### src/rtl/reg_file_bypass.sv
// Multi-read, dual-write register file with same-cycle write-to-read bypass
// and a per-register busy scoreboard for the hazard unit.
module reg_file_bypass #(
  parameter int DATA_W   = 32,
  parameter int ADDR_W   = 5,
  parameter int NUM_RD   = 2,
  parameter int ZERO_REG = 1
) (
  input  logic                     clk,
  input  logic                     rst,
  input  logic [NUM_RD*ADDR_W-1:0] rd_addr,
  output logic [NUM_RD*DATA_W-1:0] rd_data,
  output logic [NUM_RD-1:0]        rd_busy,
  input  logic                     we0,
  input  logic [ADDR_W-1:0]        wa0,
  input  logic [DATA_W-1:0]        wd0,
  input  logic                     we1,
  input  logic [ADDR_W-1:0]        wa1,
  input  logic [DATA_W-1:0]        wd1,
  input  logic                     busy_set,
  input  logic [ADDR_W-1:0]        busy_addr
);

  localparam int DEPTH = 2 ** ADDR_W;

  logic [DATA_W-1:0] mem [DEPTH];
  logic [DEPTH-1:0]  busy;
  logic [DEPTH-1:0]  busy_nxt;
  logic              wr0;
  logic              wr1;

  assign wr0 = we0 && !((ZERO_REG != 0) && (wa0 == '0));
  assign wr1 = we1 && !((ZERO_REG != 0) && (wa1 == '0));

  // Clears first so a same-cycle busy_set (new producer) wins.
  always_comb begin
    busy_nxt = busy;
    if (we0) busy_nxt[wa0] = 1'b0;
    if (we1) busy_nxt[wa1] = 1'b0;
    if (busy_set) busy_nxt[busy_addr] = 1'b1;
    if (ZERO_REG != 0) busy_nxt[0] = 1'b0;
  end

  always_ff @(posedge clk or posedge rst) begin
    if (rst) begin
      for (int i = 0; i < DEPTH; i++) mem[i] <= '0;
      busy <= '0;
    end else begin
      if (wr0) mem[wa0] <= wd0;
      if (wr1) mem[wa1] <= wd1;
      busy <= busy_nxt;
    end
  end

  for (genvar k = 0; k < NUM_RD; k++) begin : g_rd
    logic [ADDR_W-1:0] a;
    logic [DATA_W-1:0] rdat;
    logic              rbsy;

    assign a = rd_addr[k*ADDR_W +: ADDR_W];

    // Port 1 checked last so it overrides port 0 on a collision.
    always_comb begin
      rdat = mem[a];
      rbsy = busy[a];
      if (we0 && (wa0 == a)) begin
        rdat = wd0;
        rbsy = 1'b0;
      end
      if (we1 && (wa1 == a)) begin
        rdat = wd1;
        rbsy = 1'b0;
      end
      if (rst || ((ZERO_REG != 0) && (a == '0))) begin
        rdat = '0;
        rbsy = 1'b0;
      end
    end

    assign rd_data[k*DATA_W +: DATA_W] = rdat;
    assign rd_busy[k]                  = rbsy;
  end

endmodule

### config.mk
export PLATFORM = sky130hd
export DESIGN_NAME = reg_file_bypass
export DESIGN_NICKNAME = d
export VERILOG_FILES = /design/src/rtl/reg_file_bypass.sv
export SDC_FILE = /design/constraint.sdc
export NUM_CORES = 2
export LEC_CHECK = 0
export CORE_MARGIN = 3
export CORE_UTILIZATION = 40
export DETAILED_ROUTE_END_ITERATION = 10
export DONT_BUFFER_PORTS = 1
export HOLD_SLACK_MARGIN = 0.12
export PLACE_DENSITY = 0.65
export SLEW_MARGIN = 10
export SYNTH_ARGS = -nofsm -noshare
export SYNTH_HDL_FRONTEND = slang
export SYNTH_SLANG_ARGS = --single-unit
### constraint.sdc
create_clock -name clk -period 125.2 [get_ports clk]
set_input_delay 31.3 -clock clk [delete_from_list [all_inputs] [get_ports clk]]
set_output_delay 31.3 -clock clk [all_outputs]
set_load 0.01 [all_outputs]
==> results_dict.tcl <==
set metrics [dict create \
    synth.top_cells.by_area "sky130_fd_sc_hd__dfrtp_1 40%, sky130_fd_sc_hd__mux2i_1 15%, sky130_fd_sc_hd__mux4_2 6.3%" \
    detail_route.iter0.violations 10368 \
    timing.final.setup_violations 0 \
    timing.max_cap.violations 0 \
    cts_setup_buffers 0 \
    routed_wire_length_per_instance_um 35.1 \
    cts_made_buffers 113 \
    grt_pass1_vias 58423 \
    antenna_left 0 \
    count_of_state_elements_after_synthesis 1055 \
    timing.critical_path.required_ns 93.90 \
    die-width_um 414 \
    worst_r2r_startpoint "mem[925]" \
    drv_slew 59 \
    drt-pass1-iter-count 8 \
    rows 149 \
    antenna_found_initial 7 \
    worst_hold_startpoint "mem[1016]" \
    via_count 60866 \
    placement.io_buffers 0 \
    dp_wirelength_um 171000 \
    die-area_um2 171000 \
    synth-seq-area-share 0.397 \
    remaining_drc_errors 0 \
    num_io_pins 160 \
    vdd_ir_drop_max_mv 0.0128 \
    synthToLayoutAreaGrowth_pct 6.33 \
    min_period_ns 67.09 \
    cts_resized 0 \
    cts.hold.buffers_added 0 \
    power_leakage_nw 31.9 \
    synth_top_cell_area_share 0.397 \
    die_h_um 414 \
    min_period_over_period 0.536 \
    crit_type "in -> out" \
    clkLatencyLatePin_ns 0.75 \
    yosys_warnings 0 \
    startpoint "rd_addr[0]" \
    cts_root_buf "sky130_fd_sc_hd__clkbuf_16" \
    asyncSetResetFlopFracSynth 1.00 \
    global_route.overflow_total 0 \
    synthFlopType "sky130_fd_sc_hd__dfrtp_1" \
    finalHoldViolations 0 \
    synthDominantAreaCellType "sky130_fd_sc_hd__dfrtp_1" \
    layout_commonest_cell "sky130_fd_sc_hd__dfrtp_1" \
    synthesis.instances 6978 \
    critPathCaptureType "output port" \
    initial_utilization 0.403 \
    report.power.total_mw 1.10 \
    top_library_cells_by_usage_in_the_layout_fill_and_taps_aside "1055 x sky130_fd_sc_hd__dfrtp_1, 1014 x sky130_fd_sc_hd__mux2i_1, 784 x sky130_fd_sc_hd__nand2_1" \
    cts.path.max_buffers 3 \
    failing_checks "max-slew violations" \
    synth_area_um2 66600 \
    setup_total_negative_slack_ns 0 \
    postSynthAreaPerCell_um2 9.54 \
    drt-vias-per-instance 7.06 \
    max_freq_ghz 0.0149 \
    worstPathMaxFanout 206 \
    cp.arrival_ns 35.79 \
    synth_edf_count 0 \
    final.fill_count 15801 \
    synth.lib_cells_used.distinct 64 \
    grt_start_max_net_pins 358 \
    dp.cells 8409 \
    clock_tree_from_tritoncts "built" \
    timing.hold.worst.class "reg -> reg" \
    grt_pass1_wl_um 427000 \
    drive_above_1_share 0.131 \
    power.density_cell_area_nw_per_um2 15.5 \
    clk_transition_reported_paths_ns 0.07 \
    grt_usage 0.344 \
    drt_wl_total_um 303000 \
    cts.htree.levels 3 \
    postPlaceCellArea_um2 67000 \
    tritoncts_num_sinks 1055 \
    core-area_um2 165000 \
    final_nets 6429 \
    grt_setup_unrepaired "no" \
    worst_slew_margin_rel -0.0386 \
    synth_fp_nets 7072 \
    final.setup_skew_ns 0 \
    run_status "complete, but fails checks" \
    final_cell_area_um2 70800 \
    finalNonFillerCells 8626 \
    routabilityCongestion 0.991 \
    worstSetupStartpointType "primary input" \
    tightestPinTransition_ns 1.56 \
]
==> per-stage QoR <==
stage          utilization  setup slack [ns]  hold slack, ns
2_1_floorplan            -             36.11           0.442
3_3_place_gp         0.406             59.32           0.381
3_5_place_dp         0.406             59.25           0.388
4_1_cts              0.428             59.27           0.401
5_1_grt              0.428             58.52           0.412
6_report             0.428             58.11           0.399
==> worst paths after layout <==
check / cells past startpoint / endpoint / slack [ns]
max in group asynchronous: 5 / mem[578] / 90.88
min in group asynchronous: 1 / mem[890] / 30.49
setup reg to reg: 2 / mem[925] / 124.25
setup / recovery: 6 / rd_data[1] / 58.11
hold / removal: 0 / mem[1016] / 0.40
hold reg to reg: 0 / mem[1016] / 0.40
==> Yosys cell counts (40+ instances only) <==
master	number
sky130_fd_sc_hd__a22oi_1	457
sky130_fd_sc_hd__nor2b_1	42
sky130_fd_sc_hd__buf_4	42
sky130_fd_sc_hd__o221ai_1	62
sky130_fd_sc_hd__nor2_1	398
sky130_fd_sc_hd__mux2_2	172
sky130_fd_sc_hd__mux2i_1	1014
sky130_fd_sc_hd__nand2_1	820
sky130_fd_sc_hd__a211oi_1	93
sky130_fd_sc_hd__o22ai_1	190
sky130_fd_sc_hd__a21oi_1	408
sky130_fd_sc_hd__clkbuf_1	606
sky130_fd_sc_hd__a221oi_1	66
sky130_fd_sc_hd__dfrtp_1	1055
sky130_fd_sc_hd__o21ai_0	599
sky130_fd_sc_hd__buf_2	177
sky130_fd_sc_hd__mux4_2	187
sky130_fd_sc_hd__o21ai_1	105
sky130_fd_sc_hd__nor3_1	40
sky130_fd_sc_hd__buf_1	53
==> layer usage <==
layer | share of wire | GRT usage | vias up
met5 | 0.00075 | 0.00661 | -
met4 | 0.088 | 0.240 | 10
met3 | 0.16 | 0.149 | 1426
met2 | 0.40 | 0.469 | 5508
met1 | 0.35 | 0.433 | 29528
li1 | - | - | 24394
==> worst max-delay path: stages <==
cell,delay (ns)
sky130_fd_sc_hd__or2_2,0.78
sky130_fd_sc_hd__o41ai_2,0.43
sky130_fd_sc_hd__a21o_2,0.74
sky130_fd_sc_hd__or3b_2,1.07
sky130_fd_sc_hd__a211oi_1,0.13
sky130_fd_sc_hd__a211o_1,0.54
==> layout make-up <==
class | instances | area [µm²] | area share
Antenna cell | 12 | 30.0 | 0.000424
Tap cell | 2189 | 2740 | 0.0387
Sequential cell | 1055 | 26400 | 0.373
Multi-Input combinational cell | 5005 | 36700 | 0.518
Clock inverter | 40 | 375 | 0.00530
Clock buffer | 165 | 3350 | 0.0474
Timing Repair Buffer | 142 | 1100 | 0.0156
Inverter | 18 | 75.1 | 0.00106
==> cells by family (layout without fill, tap and decap cells) <==
family	after synthesis	in the layout	synth area share
compound gates	2160	2160	0.205
xor+xnor	20	20	0.00263
buf+inv	918	365	0.0598
flops	1055	1055	0.397
mux	1373	1373	0.245
other cells	0	12	0
simple gates	1452	1452	0.0909
==> power by group <==
group / switching [mW] / internal (mW)
registers: 0.0721 / 0.426
logic: 0.123 / 0.128
clock network: 0.152 / 0.197
total: 0.347 / 0.750
==> flip-flops by register name (all words and copies together), names as in the netlist <==
name,count
busy,31
mem,1024
Note: power is estimated with default switching activity, not from simulation.
